### src/rtl/stopwatch_pkg.sv
// stopwatch_pkg
//   Shared definitions for the MM:SS stopwatch controller slice:
//   controller state encoding, BCD digit limits, the packed tens:ones pair
//   type and the helper that steps a pair through 00..59.
//   Optional feature macro used by this slice: STOPWATCH_SATURATE_EN
//   (hold at 59:59 in RUN instead of wrapping to 00:00).
package stopwatch_pkg;

  typedef enum logic [1:0] {
    PAUSE = 2'd0,
    RUN   = 2'd1,
    ADJ   = 2'd2
  } state_t;

  localparam logic [2:0] SEC_TENS_MAX = 3'd5;
  localparam logic [3:0] ONES_MAX     = 4'd9;
  localparam logic [2:0] MIN_TENS_MAX = 3'd5;

  typedef struct packed {
    logic [2:0] tens;
    logic [3:0] ones;
  } bcd_pair_t;

  // Next value of a tens:ones BCD pair, wrapping tens_max:9 back to 00.
  function automatic bcd_pair_t bcd_pair_next(input bcd_pair_t cur,
                                              input logic [2:0] tens_max);
    bcd_pair_t nxt;
    nxt = cur;
    if (cur.ones == ONES_MAX) begin
      nxt.ones = 4'd0;
      if (cur.tens == tens_max) begin
        nxt.tens = 3'd0;
      end else begin
        nxt.tens = cur.tens + 3'd1;
      end
    end else begin
      nxt.ones = cur.ones + 4'd1;
    end
    return nxt;
  endfunction

endpackage

### src/rtl/stopwatch_ctrl_bcd_pair_counter.sv
// bcd_pair_counter
//   Two-digit BCD counter (tens:ones) that steps 00..TENS_MAX9 and wraps.
//   Ports:
//     clk, rst_n     clock, asynchronous active-low reset
//     inc            advance by one this cycle
//     clr            synchronous clear to 00 (wins over inc)
//     hold           suppress the advance even when inc is high
//     tens, ones     registered BCD digits
//     carry_out      inc while the pair sits at its maximum (wrap event);
//                    not masked by hold so the caller can detect saturation
module bcd_pair_counter
  import stopwatch_pkg::*;
#(
  parameter logic [2:0] TENS_MAX = SEC_TENS_MAX
) (
  input  logic       clk,
  input  logic       rst_n,
  input  logic       inc,
  input  logic       clr,
  input  logic       hold,
  output logic [2:0] tens,
  output logic [3:0] ones,
  output logic       carry_out
);

  bcd_pair_t value;

  assign carry_out = inc && (value.ones == ONES_MAX) && (value.tens == TENS_MAX);
  assign tens      = value.tens;
  assign ones      = value.ones;

  always_ff @(posedge clk or negedge rst_n) begin
    if (!rst_n) begin
      value <= '0;
    end else if (clr) begin
      value <= '0;
    end else if (inc && !hold) begin
      value <= bcd_pair_next(value, TENS_MAX);
    end
  end

endmodule

### src/rtl/stopwatch_ctrl.sv
// stopwatch_ctrl
//   Sequencing controller for the 4-digit MM:SS stopwatch. Owns the BCD
//   time registers, derives the 1 Hz count and the adjust-rate increments
//   from clk, and implements run/pause, clear and adj/sel field adjust.
//   Parameters:
//     CLK_DIV_SEC  clk cycles per counted second (>=2)
//     CLK_DIV_ADJ  clk cycles per adjust increment (>=2)
//   Ports:
//     clk, rst_n         clock, asynchronous active-low reset
//     pause, clr         debounced synchronous button levels (rising edge acts)
//     adj, sel           adjust mode level; sel=1 seconds, sel=0 minutes
//     m10, m1, s10, s1   registered BCD time digits
//     running            high while in RUN
//     adj_active         high while in ADJ
//   Optional feature: define STOPWATCH_SATURATE_EN to hold at 59:59 in RUN
//   instead of wrapping to 00:00.
module stopwatch_ctrl
  import stopwatch_pkg::*;
#(
  parameter int CLK_DIV_SEC = 100000000,
  parameter int CLK_DIV_ADJ = 50000000
) (
  input  logic       clk,
  input  logic       rst_n,
  input  logic       pause,
  input  logic       clr,
  input  logic       adj,
  input  logic       sel,
  output logic [2:0] m10,
  output logic [3:0] m1,
  output logic [2:0] s10,
  output logic [3:0] s1,
  output logic       running,
  output logic       adj_active
);

  localparam int SEC_W = $clog2(CLK_DIV_SEC);
  localparam int ADJ_W = $clog2(CLK_DIV_ADJ);
  localparam logic [SEC_W-1:0] SEC_LAST = SEC_W'(CLK_DIV_SEC - 1);
  localparam logic [ADJ_W-1:0] ADJ_LAST = ADJ_W'(CLK_DIV_ADJ - 1);

  state_t state, state_next;
  state_t saved, saved_next;

  logic [SEC_W-1:0] sec_cnt;
  logic [ADJ_W-1:0] adj_cnt;
  logic             pause_q, clr_q;

  logic pause_rise, clr_rise;
  logic sec_tc, adj_tc;
  logic run_tick, adj_tick;
  logic sec_inc, min_inc;
  logic sec_carry, min_carry;
  logic sat_hold;

  assign pause_rise = pause & ~pause_q;
  assign clr_rise   = clr & ~clr_q;

  assign sec_tc = (state == RUN) && (sec_cnt == SEC_LAST);
  assign adj_tc = (state == ADJ) && (adj_cnt == ADJ_LAST);

  // A clear in the same cycle as a terminal count drops the increment.
  assign run_tick = sec_tc & ~clr_rise;
  assign adj_tick = adj_tc & ~clr_rise;

  // Seconds carry only ripples into minutes while counting in RUN; in ADJ
  // each field wraps on its own.
  assign sec_inc = run_tick | (adj_tick & sel);
  assign min_inc = (run_tick & sec_carry) | (adj_tick & ~sel);

`ifdef STOPWATCH_SATURATE_EN
  // A minutes carry during a RUN tick only happens at 59:59; freeze both
  // pairs there instead of letting them wrap.
  assign sat_hold = run_tick & min_carry;
`else
  logic unused_min_carry;
  assign unused_min_carry = min_carry;
  assign sat_hold = 1'b0;
`endif

  // Next-state logic. Clear dominates everything and only forces RUN back
  // to PAUSE; adj entry is checked before pause_rise so it wins.
  always_comb begin
    state_next = state;
    saved_next = saved;
    if (clr_rise) begin
      if (state == RUN) begin
        state_next = PAUSE;
      end
    end else begin
      case (state)
        PAUSE: begin
          if (adj) begin
            state_next = ADJ;
            saved_next = PAUSE;
          end else if (pause_rise) begin
            state_next = RUN;
          end
        end
        RUN: begin
          if (adj) begin
            state_next = ADJ;
            saved_next = RUN;
          end else if (pause_rise) begin
            state_next = PAUSE;
          end
        end
        ADJ: begin
          if (!adj) begin
            state_next = saved;
          end
        end
        default: begin
          state_next = PAUSE;
        end
      endcase
    end
  end

  always_ff @(posedge clk or negedge rst_n) begin
    if (!rst_n) begin
      state      <= PAUSE;
      saved      <= PAUSE;
      running    <= 1'b0;
      adj_active <= 1'b0;
      pause_q    <= 1'b0;
      clr_q      <= 1'b0;
    end else begin
      state      <= state_next;
      saved      <= saved_next;
      running    <= (state_next == RUN);
      adj_active <= (state_next == ADJ);
      pause_q    <= pause;
      clr_q      <= clr;
    end
  end

  // Prescalers restart on any state change or clear, so a re-entered RUN
  // always waits a full second before its first increment.
  always_ff @(posedge clk or negedge rst_n) begin
    if (!rst_n) begin
      sec_cnt <= '0;
      adj_cnt <= '0;
    end else if (clr_rise || (state_next != state)) begin
      sec_cnt <= '0;
      adj_cnt <= '0;
    end else begin
      case (state)
        RUN: begin
          sec_cnt <= sec_tc ? '0 : sec_cnt + SEC_W'(1);
          adj_cnt <= '0;
        end
        ADJ: begin
          sec_cnt <= '0;
          adj_cnt <= adj_tc ? '0 : adj_cnt + ADJ_W'(1);
        end
        default: begin
          sec_cnt <= '0;
          adj_cnt <= '0;
        end
      endcase
    end
  end

  bcd_pair_counter #(
    .TENS_MAX(SEC_TENS_MAX)
  ) u_sec (
    .clk      (clk),
    .rst_n    (rst_n),
    .inc      (sec_inc),
    .clr      (clr_rise),
    .hold     (sat_hold),
    .tens     (s10),
    .ones     (s1),
    .carry_out(sec_carry)
  );

  bcd_pair_counter #(
    .TENS_MAX(MIN_TENS_MAX)
  ) u_min (
    .clk      (clk),
    .rst_n    (rst_n),
    .inc      (min_inc),
    .clr      (clr_rise),
    .hold     (sat_hold),
    .tens     (m10),
    .ones     (m1),
    .carry_out(min_carry)
  );

endmodule

### config.mk
export PLATFORM = sky130hd
export DESIGN_NAME = stopwatch_ctrl
export DESIGN_NICKNAME = d
export VERILOG_FILES = /design/src/rtl/stopwatch_pkg.sv /design/src/rtl/stopwatch_ctrl_bcd_pair_counter.sv /design/src/rtl/stopwatch_ctrl.sv
export SDC_FILE = /design/constraint.sdc
export NUM_CORES = 1
export LEC_CHECK = 0
export CAP_MARGIN = 5
export CORE_MARGIN = 10
export CORE_UTILIZATION = 55
export CTS_CLUSTER_DIAMETER = 100
export DETAILED_ROUTE_END_ITERATION = 6
export PLACE_DENSITY = 0.74
export SLEW_MARGIN = 10
export SYNTH_ARGS = -nofsm -noshare
export SYNTH_HDL_FRONTEND = slang
export SYNTH_SLANG_ARGS = --single-unit
### constraint.sdc
create_clock -name clk -period 3 [get_ports clk]
set_clock_uncertainty 0.1 [all_clocks]
set_input_delay 0.75 -clock clk [delete_from_list [all_inputs] [get_ports clk]]
set_output_delay 0.75 -clock clk [all_outputs]
set_load 0.01 [all_outputs]
==> results.cfg <==
[outcome]
status = complete, no violations

[timing]
rsz0062_at_grt = false
fmax_mhz = 389
max-slew-margin-rel_pct = 36.9
tns_ns = 0
min_period_over_period_pct = 85.6
holdWs_ns = 0.310
layout_min_cycle_time_ns = 2.57
drv_slew = 0
hold_viol = 0
worst_slew_pin_slew_ns = 0.947
finalSetupViolCount = 0

[power_and_ir_drop]
vdd_drop_max_uv = 261
pwr_density_cell_nw_per_um2 = 444
p_leak_nw = 1.61

[floorplanning]
die_w_um = 104
num_rows = 30
design.portCount = 22
coreArea_um2 = 6790
die-area_um2 = 10700
die_h_um = 104
initial_core_util_pct = 56.6

[yosys]
synth_area_um2 = 3850
ys_top_cells_by_count = dfrtp_1 (74), nor2_1 (68), xnor2_1 (37), nand3_1 (27), nand2_1 (25)
yosys.area.top_type = dfrtp_1
yosysWarnings = 0
synth_top_area_share_pct = 48.1
netlist_instances = 409
syn_nets = 421
avgSynthCellArea_um2 = 9.41
synthFlopType = dfrtp_1
synth.distinct_cells = 44
synth_seq_cells = 74
synth_edf_count = 0
synthTopCellsByArea = dfrtp_1 (48%), xnor2_1 (8.4%), nor2_1 (6.6%)
synth_most_common_cell = dfrtp_1
ys_async_sr_fraction_pct = 100
seq_area_frac_synth_pct = 48.1

[setup_path]
crit_required_ns = 3.18
crit_type = register to register
cp.arrival_ns = 2.75
cp-startpoint = adj_cnt[9]
crit_fanout = 14
cp-end-kind = register
start_kind = register
reg2reg_from = adj_cnt[9]

[drt]
antenna_left = 0
vias_per_cell = 5.63
first_iter_violations = 211
vias = 2984
dr.pass1.iters = 4
route.detailed.drc = 0
drt-total-wl_um = 7790
post_drt_wl_per_cell_um = 14.7

[clock_tree]
postCtsHoldBufs = 0
postCtsSetupRepairBufs = 0
cts_max_path_buffers = 2
post_cts_resized = 0
htreeDepth = 3
clk_pin_slew_ns = 0.08
cts_inserted_buffers = 9
clock-sinks = 74
root_buffer = clkbuf_8
insertion_delay_ns = 0.35
cts_tree = built

[placed_design]
globalplace.congestion = 0.809
place_inst = 514
place_area_um2 = 4150
portBuffers = 21
hpwl_um = 5300

[finish]
n_antenna_cell = 0
fin_nets = 441
drive_gt1_share_pct = 7.14
syn2layout_area_growth_pct = 13.6
layoutNonFillerInstCount = 530
design_area_um2 = 4370
fin_util_pct = 64.3
n_fill_cell = 542

[grt]
met2_usage_pct = 21.8
grt_pass1_wl_um = 13500
grt_pass1_vias = 2815
antenna_found_initial = 0
grt_max_degree = 49
use_met1_pct = 19.9
overflow = 0
grt_usage_pct = 14.6
use_met3_pct = 3.35
grt_busiest_layer = met2

[flow_run]
maxCapViolCount = 0

[min_path]
hold_path_class = input pin to async pin
## cell usage in the layout, fill, tap and decap left out, types with 10 or more instances in the layout
cell              n
dfrtp_1          74
xor2_1           12
xnor2_1          37
a21oi_1          16
nor3_1           14
or3_1            10
clkdlybuf4s50_1  20
inv_1            15
nand3_1          27
nand2_1          25
nor4_1           12
nor2_1           68
nand4_1          15
## worst max-delay path, stage by stage (launching register included)
cell     delay (ns)
dfrtp_1        0.45
or4_4          0.55
nor4_4         0.31
a32oi_1        0.38
or4b_1         0.58
a21oi_1        0.15
## area by class of cell
cell class / count / area, um2 / area share [%]
multi-input combinational: 304 / 1880 / 42.9
clock inverter: 7 / 93.8 / 2.15
clock buffer: 9 / 124 / 2.83
tap: 96 / 120 / 2.75
inverter: 15 / 56.3 / 1.29
sequential: 74 / 1850 / 42.4
timing repair buffer: 25 / 248 / 5.67
## final timing paths
kind / endpoint / slack (ns) / cells after the start
max in group asynchronous: sec_cnt[23] / 1.82 / 2
hold reg to reg: adj_cnt[0] / 0.39 / 1
min in group clk: adj_cnt[0] / 0.39 / 1
setup reg to reg: u_sec.tens[2] / 0.43 / 5
setup / recovery: u_sec.tens[2] / 0.43 / 5
hold / removal: u_min.tens[2] / 0.31 / 1
## through the flow
step	total power (W)	setup WS, ns
after floorplan	0.00107	0.833
after global placement	0.00111	0.472
after detailed placement	0.00111	0.426
after CTS	0.00196	0.408
after global routing	0.00201	0.225
final	0.00194	0.431
## state kept, by name (all words and copies together), names as in the netlist
register / count
adj_cnt: 26
clr_q: 1
u_sec.tens: 3
sec_cnt: 27
u_min.tens: 3
running: 1
u_min.ones: 4
saved: 1
pause_q: 1
u_sec.ones: 4
state: 2
adj_active: 1
## routing by layer
metal | wire length, um | share of wire (%) | vias to the layer above
met3 | 341 | 4.4 | 8
met5 | 0 | 0 | -
li1 | - | - | 1467
met1 | 3830 | 49 | 1450
met2 | 3520 | 45 | 59
met4 | 92 | 1.2 | 0
## report_power, final
group	internal [W]	total [W]	switching, W
sequential	0.00101	0.00102	0.00000952
combinational	0.0000263	0.0000744	0.0000481
clock	0.000466	0.000849	0.000383
## cells by family after synthesis
family          share of synthesized area [%]
simple gates                             29.6
flops                                    48.1
xor+xnor                                 11.2
buf+inv                                  3.12
compound gates                           4.68
fa+ha+maj                                1.95
mux                                      1.33
No activity file was read; power rests on OpenSTA's default activity.
